**src/rtl/ram_1p_arb.sv**
```systemverilog
// ram_1p_arb: round-robin two-requester front end for a 1-cycle single-port SRAM.
// Optional zeroing sweep after reset: define RAM_ARB_INIT_EN.
module ram_1p_arb #(
  parameter int Width = 32,
  parameter int Depth = 128,
  localparam int Aw = $clog2(Depth)
) (
  input  logic             clk_i,
  input  logic             rst_i,
  input  logic             a_req_i,
  input  logic             a_we_i,
  input  logic [Aw-1:0]    a_addr_i,
  input  logic [Width-1:0] a_wdata_i,
  input  logic [Width-1:0] a_wmask_i,
  output logic             a_gnt_o,
  output logic             a_rvalid_o,
  output logic [Width-1:0] a_rdata_o,
  input  logic             b_req_i,
  input  logic             b_we_i,
  input  logic [Aw-1:0]    b_addr_i,
  input  logic [Width-1:0] b_wdata_i,
  input  logic [Width-1:0] b_wmask_i,
  output logic             b_gnt_o,
  output logic             b_rvalid_o,
  output logic [Width-1:0] b_rdata_o,
  output logic             ram_req_o,
  output logic             ram_write_o,
  output logic [Aw-1:0]    ram_addr_o,
  output logic [Width-1:0] ram_wdata_o,
  output logic [Width-1:0] ram_wmask_o,
  input  logic [Width-1:0] ram_rdata_i,
  output logic             init_done_o
);

  logic          run;
  logic          sweep;
  logic [Aw-1:0] sweep_addr;
  logic          a_gnt, b_gnt;
  logic          prio_q, prio_d;
  logic          a_rvalid_q, a_rd_q;
  logic          b_rvalid_q, b_rd_q;

`ifdef RAM_ARB_INIT_EN
  localparam logic [0:0] StInit = 1'b0;
  localparam logic [0:0] StRun  = 1'b1;

  logic [0:0]    state_q, state_d;
  logic [Aw-1:0] cnt_q, cnt_d;

  assign run        = (state_q == StRun);
  assign sweep      = ~run & ~rst_i;
  assign sweep_addr = cnt_q;

  // Sweep counter walks every word once, then hands over to RUN
  always_comb begin
    state_d = state_q;
    cnt_d   = cnt_q;
    if (!run) begin
      cnt_d = cnt_q + 1'b1;
      if (cnt_q == Aw'(Depth - 1)) begin
        state_d = StRun;
      end
    end
  end

  // FSM and sweep counter registers
  always_ff @(posedge clk_i) begin
    if (rst_i) begin
      state_q <= StInit;
      cnt_q   <= '0;
    end else begin
      state_q <= state_d;
      cnt_q   <= cnt_d;
    end
  end
`else
  assign run        = 1'b1;
  assign sweep      = 1'b0;
  assign sweep_addr = '0;
`endif

  // prio_q = 0 favours A, 1 favours B on contention
  assign a_gnt = run & a_req_i & (~b_req_i | ~prio_q);
  assign b_gnt = run & b_req_i & (~a_req_i | prio_q);

  // Priority flips away from whoever was just granted
  always_comb begin
    prio_d = prio_q;
    if (a_gnt) begin
      prio_d = 1'b1;
    end else if (b_gnt) begin
      prio_d = 1'b0;
    end
  end

  // Single RAM port mux; zeroed when idle
  always_comb begin
    ram_req_o   = 1'b0;
    ram_write_o = 1'b0;
    ram_addr_o  = '0;
    ram_wdata_o = '0;
    ram_wmask_o = '0;
    unique case (1'b1)
      sweep: begin
        ram_req_o   = 1'b1;
        ram_write_o = 1'b1;
        ram_addr_o  = sweep_addr;
        ram_wmask_o = '1;
      end
      a_gnt: begin
        ram_req_o   = 1'b1;
        ram_write_o = a_we_i;
        ram_addr_o  = a_addr_i;
        ram_wdata_o = a_wdata_i;
        ram_wmask_o = a_wmask_i;
      end
      b_gnt: begin
        ram_req_o   = 1'b1;
        ram_write_o = b_we_i;
        ram_addr_o  = b_addr_i;
        ram_wdata_o = b_wdata_i;
        ram_wmask_o = b_wmask_i;
      end
      default: begin
      end
    endcase
  end

  // Response stage tracks which requester owns the RAM's next output
  always_ff @(posedge clk_i) begin
    if (rst_i) begin
      prio_q     <= 1'b0;
      a_rvalid_q <= 1'b0;
      a_rd_q     <= 1'b0;
      b_rvalid_q <= 1'b0;
      b_rd_q     <= 1'b0;
    end else begin
      prio_q     <= prio_d;
      a_rvalid_q <= a_gnt;
      a_rd_q     <= a_gnt & ~a_we_i;
      b_rvalid_q <= b_gnt;
      b_rd_q     <= b_gnt & ~b_we_i;
    end
  end

  assign a_gnt_o     = a_gnt;
  assign b_gnt_o     = b_gnt;
  assign a_rvalid_o  = a_rvalid_q;
  assign b_rvalid_o  = b_rvalid_q;
  assign a_rdata_o   = a_rd_q ? ram_rdata_i : '0;
  assign b_rdata_o   = b_rd_q ? ram_rdata_i : '0;
  assign init_done_o = run & ~rst_i;

endmodule

```
**config.mk**
```make
export PLATFORM = sky130hd
export DESIGN_NAME = ram_1p_arb
export DESIGN_NICKNAME = d
export VERILOG_FILES = /design/src/rtl/ram_1p_arb.sv
export SDC_FILE = /design/constraint.sdc
export NUM_CORES = 1
export LEC_CHECK = 0
export ABC_AREA = 1
export CAP_MARGIN = 20
export CORE_AREA = 5 5 122 124
export CTS_CLUSTER_DIAMETER = 50
export CTS_CLUSTER_SIZE = 28
export DETAILED_ROUTE_END_ITERATION = 12
export DIE_AREA = 0 0 127 129
export GPL_ROUTABILITY_DRIVEN = 0
export PLACE_DENSITY = 0.59
export SYNTH_ARGS = -nofsm -noshare
export SYNTH_HDL_FRONTEND = slang
export SYNTH_SLANG_ARGS = --single-unit
```
**constraint.sdc**
```tcl
create_clock -name clk_i -period 1.3 [get_ports clk_i]
set_clock_uncertainty 0.05 [all_clocks]
set_input_delay 0.26 -clock clk_i [delete_from_list [all_inputs] [get_ports clk_i]]
set_output_delay 0.26 -clock clk_i [all_outputs]
set_load 0.01 [all_outputs]
```
### Word level (Yosys, flattened, before mapping)

Cells that the tools add are included.

* $add $sub $neg: 0
* multiply operators: 0
* divide/modulo/power cells: 0
* order comparisons: 0
* eq/ne operators: 0
* shifts and indexed selects: 0
* muxes and demuxes: 9
* bitwise gates (word level): 12
* reduce and logical (&&, ||, !) cells: 2

Operators by type and width (count)
* 32-bit one-hot mux with 2 select lines: 2
* 32-bit 2-to-1 mux: 2
* 7-bit one-hot mux with 2 select lines: 1
* 1-bit NOT: 6
* 1-bit AND: 4
* 1-bit 2-to-1 mux: 3
* 1-bit bitwise OR: 2
* 1-bit one-hot mux with 2 select lines: 1
* 2-bit nonzero test: 1
* 2-bit OR reduction: 1

* flip-flop bits (word level): 5
* bits in latches: 0
* RAM bits: 0
* memory bits (read-only): 0
* input bits: 180
* memories kept: 0

### Logic depth before layout (Yosys ltp)

* depth after elaboration: 5
* depth in mapped cells: 6
* gate-level depth less buffers: 5

### Least setup slack after synthesis

No wires, ideal clock.

* kind: flip-flop to output port
* from: register prio_q
* to: output port ram_wdata_o[10]
* data arrival time: 0.871 ns
* setup slack: 0.119 ns
* stages on the path, launching flop included: 7
* buffers on the path: 2
* path through: dfxtp_1 inv_2 nand2_2 buf_6 buf_8 nand3_2 nand2_1

* cells in the longest elaborated chain, start to end: 4

Ends and longest elaborated chain
* start, declared: line 39 `logic prio_q, prio_d;`
* start signal, assigned: line 138 `prio_q <= prio_d;`
* 1-bit NOT: line 83 `assign a_gnt = run & a_req_i & (~b_req_i | ~prio_q);`
* 1-bit bitwise OR: line 83
* 1-bit AND: line 83
* 32-bit one-hot mux with 2 select lines (*): line 103 `unique case (1'b1)`
* end, declared: line 29 `output logic [Width-1:0] ram_wdata_o,`

Mark *: on every way between the ends. The rest lies on a longest branch, timed or not.

### Worst setup path after layout

* from: register prio_q
* to: output port ram_addr_o[2]

* cells in the longest elaborated chain, start to end: 4

Ends and longest elaborated chain
* 1-bit NOT: line 83
* 1-bit bitwise OR: line 83
* 1-bit AND: line 83
* 7-bit one-hot mux with 2 select lines (*): line 103
* end, declared: line 28 `output logic [Aw-1:0] ram_addr_o,`

Marked as above.

==> results by group <==
Run status
  • Status: complete, but fails checks
  • Failing checks: negative setup slack

Finish
  • Multi-input logic area: 2070 µm²
  • Diode count: 0
  • Fin nets: 951
  • Area delta synth->final: 265%
  • FF+latch area: 111 µm²
  • Share of cells above drive strength 1: 55.6%
  • Final core utilization: 51.5%
  • Post-route insts no fill: 950
  • Fill cells: 1245

Synthesis
  • Synth Area in XOR/XNOR: 0%
  • Syn avg cell area: 4.80 µm²
  • Mux cell area share after synthesis: 0%
  • Post-Synth Adder-Cell Area: 0%
  • Async S/R FF share, synth: 0%
  • Synth unique cells: 15
  • Ys Warns: 0
  • Post-synth top cells: nand2_1 (139), nand3_1 (135), inv_1 (68)
  • Ranking of synthesized cells by area: nand3_1 (35%), nand2_1 (27%), inv_1 (13%), buf_2 (6.5%), dfxtp_1 (5.2%)
  • Cells after synthesis: 402
  • Primary FF master, synth: dfxtp_1
  • Simple-gate share of the synthesized area: 68.8%
  • Compound-cell area share of the yosys netlist: 0.260%
  • Mapped Area: 1930 µm²
  • Mapped Nets: 582
  • Count leader, synth: nand2_1
  • Largest family of logic cells by synthesized area: simple AND/OR/NAND/NOR gates
  • Area share of the largest cell type after synthesis: 35.0%
  • Flops & latches, synth: 5
  • Number of enable flip-flop cells after synthesis: 0
  • Post-synthesis sequential area ratio: 5.19%
  • Largest area contributor in the netlist: nand3_1

Setup path
  • Worst path arrival time: 1.36 ns
  • Crit-path max FO: 4
  • Startpoint Class: register
  • CP Class: register to output port
  • Flop-to-flop setup slack: 0.10 ns
  • Crit path required time: 0.99 ns
  • R2R depth: 8
  • Reg2reg end: prio_q
  • R2R Path Start: prio_q
  • Crit end category: output port

Detailed routing
  • Drt pass-1 iters: 4
  • Vias: 4174
  • Drt wl/cell: 17.7 µm
  • Antenna-violating nets left: 0
  • DRC violations left: 0
  • Average vias per placed instance: 4.39
  • Routed wire length: 16.8 mm
  • Number of DRC markers in iteration 0: 135

Timing
  • Final Worst Setup Slack: -0.374 ns
  • Slew @ Worst Pin: 0.291 ns
  • Final min period: 1.67 ns
  • Max Clock Freq: 597 MHz
  • Final setup violating endpoints: 134
  • RSZ-0062 raised after global routing: true
  • Slew Viols, Final: 0
  • Sum Neg Setup Slack: -27.70 ns
  • Tcrit/Tclk final: 129%
  • Worst slew margin: 80.6%
  • Final hold violation count: 0

Floorplanning
  • Core area: 13700 µm²
  • DIE AREA: 16400 µm²
  • # rows: 43
  • Die Wd: 127 µm
  • Ports: 322
  • Starting Density: 14.1%
  • Die Height: 129 µm

Flow run
  • Max_cap viols: 0

Clock network
  • Clock sinks: 5
  • TritonCTS Buffers: 3
  • CTS Buffer Depth: 2
  • CTS tree: done
  • Reg clk slew, reported paths: 0.03 ns
  • Root buf cell: clkbuf_16
  • CTS H-tree depth: 1
  • Post-CTS Hold Buffers: 0
  • Clk_lat worst skew: 0.23 ns

Pwr
  • Psw: 1080 µW
  • Internal power: 1880 µW
  • Power per cell area: 420 nW/µm²
  • Logic pwr share: 77.2%
  • VDD IR max: 0.285 mV
  • Clk pwr share: 17.0%
  • Sequential power share: 5.8%
  • Net Sw Frac: 36.6%
  • Leak: 0.00390 µW

Global route
  • Initial antenna violation count: 0
  • GRT Residual Overflow: 0
  • Largest net degree at the start of global routing: 44
  • First-pass GRT wire length: 22.2 mm
  • Vias in the first global route: 4314
  • Gr usage total: 16.8%

Worst hold path
  • Worst hold path type: primary input to register
  • Hold endpoint: prio_q
  • WHS Path Cells: 4
  • Hold_sp: a_req_i

Placed design
  • HPWL after DPL: 11.2 mm
  • Placed Cells incl. Taps: 893
  • Port bufs: 321
## metrics by stage
step                setup WS [ns]  instance area, µm²  power [µW]  hold slack (ns)
floorplan                   0.119                1930         757            0.282
global placement           -0.535                5460        1990            0.530
detailed placement         -0.539                5460        2000            0.522
CTS                        -0.390                5930        2630            0.487
global route               -0.433                7040        3130            0.581
finish                     -0.374                7040        2960            0.521
## placed cells by master (no fill, tap or decap), drive strengths merged
cell | Yosys | layout
buf | 37 | 217
clkdlybuf4s50 | 0 | 161
nand3 | 145 | 145
nand2 | 141 | 141
inv | 69 | 69
dlymetal6s2s | 0 | 11
clkbuf | 0 | 9
dlygate4sd2 | 0 | 7
dfxtp | 5 | 5
nor2 | 3 | 3
o21ai | 1 | 1
nor3 | 1 | 1
## logic make-up (layout without fill, tap and decap cells)
logic type / count (synthesis) / after routing
AOI/OAI and AO/OA: 1 / 1
DFF: 5 / 5
and+or+nand+nor: 290 / 290
buffers and inverters: 106 / 474
## registers in the layout, indices dropped and copies added (netlist names)
register / count
prio_q: 1
b_rd_q: 1
a_rd_q: 1
b_rvalid_o: 1
a_rvalid_o: 1
## power by group through the flow
stage / clock network [µW] / registers (µW) / logic, µW
after floorplan: 0 / 171 / 586
after global placement: 0 / 169 / 1820
after detailed placement: 0 / 170 / 1830
after CTS: 516 / 171 / 1950
after global routing: 527 / 173 / 2430
final: 503 / 172 / 2290
## worst max-delay path: stages, from the launching register on
cell and delay, ns:
dfxtp_4 0.36, inv_4 0.08, nand2_8 0.08, buf_12 0.14, buf_16 0.13, buf_12 0.13
nand3_4 0.05, nand2_2 0.06, buf_6 0.12
## routing by layer
metal | vias to the layer above | track usage, % | routed length [µm] | share of wire, %
li1 | 1993 | - | - | -
met1 | 1902 | 16.7 | 5920 | 35
met2 | 245 | 33.1 | 9010 | 54
met3 | 34 | 5.35 | 1470 | 8.7
met4 | 0 | 4.92 | 406 | 2.4
met5 | - | 0 | 0 | 0
## what timing repair did
action | 4_1_cts | 5_1_grt
buffers inserted | 33 | 14
resized for setup | 689 | 296
gates cloned | 11 | 5
setup endpoints to repair | 142 | 139
pin swaps | 19 | 45
## cell type report
cell class	count	share of cell area (%)
multi-input cells	291	29.4
repair buffers	401	60.9
well taps	180	3.20
inverters	69	3.75
flip-flops and latches	5	1.58
clock buffers	4	1.12
## worst max-delay path by stage
stage / from / end / slack [ns] / cells past startpoint
6_report: prio_q / ram_addr_o[2] / -0.37 / 8
5_1_grt: prio_q / ram_wmask_o[23] / -0.43 / 7
4_1_cts: prio_q / ram_wmask_o[23] / -0.39 / 7
3_5_place_dp: b_req_i / ram_wmask_o[29] / -0.54 / 6
3_3_place_gp: b_req_i / ram_wmask_o[29] / -0.54 / 6
2_1_floorplan: prio_q / ram_wdata_o[10] / 0.12 / 6
Power figures use the tool's default switching activity.
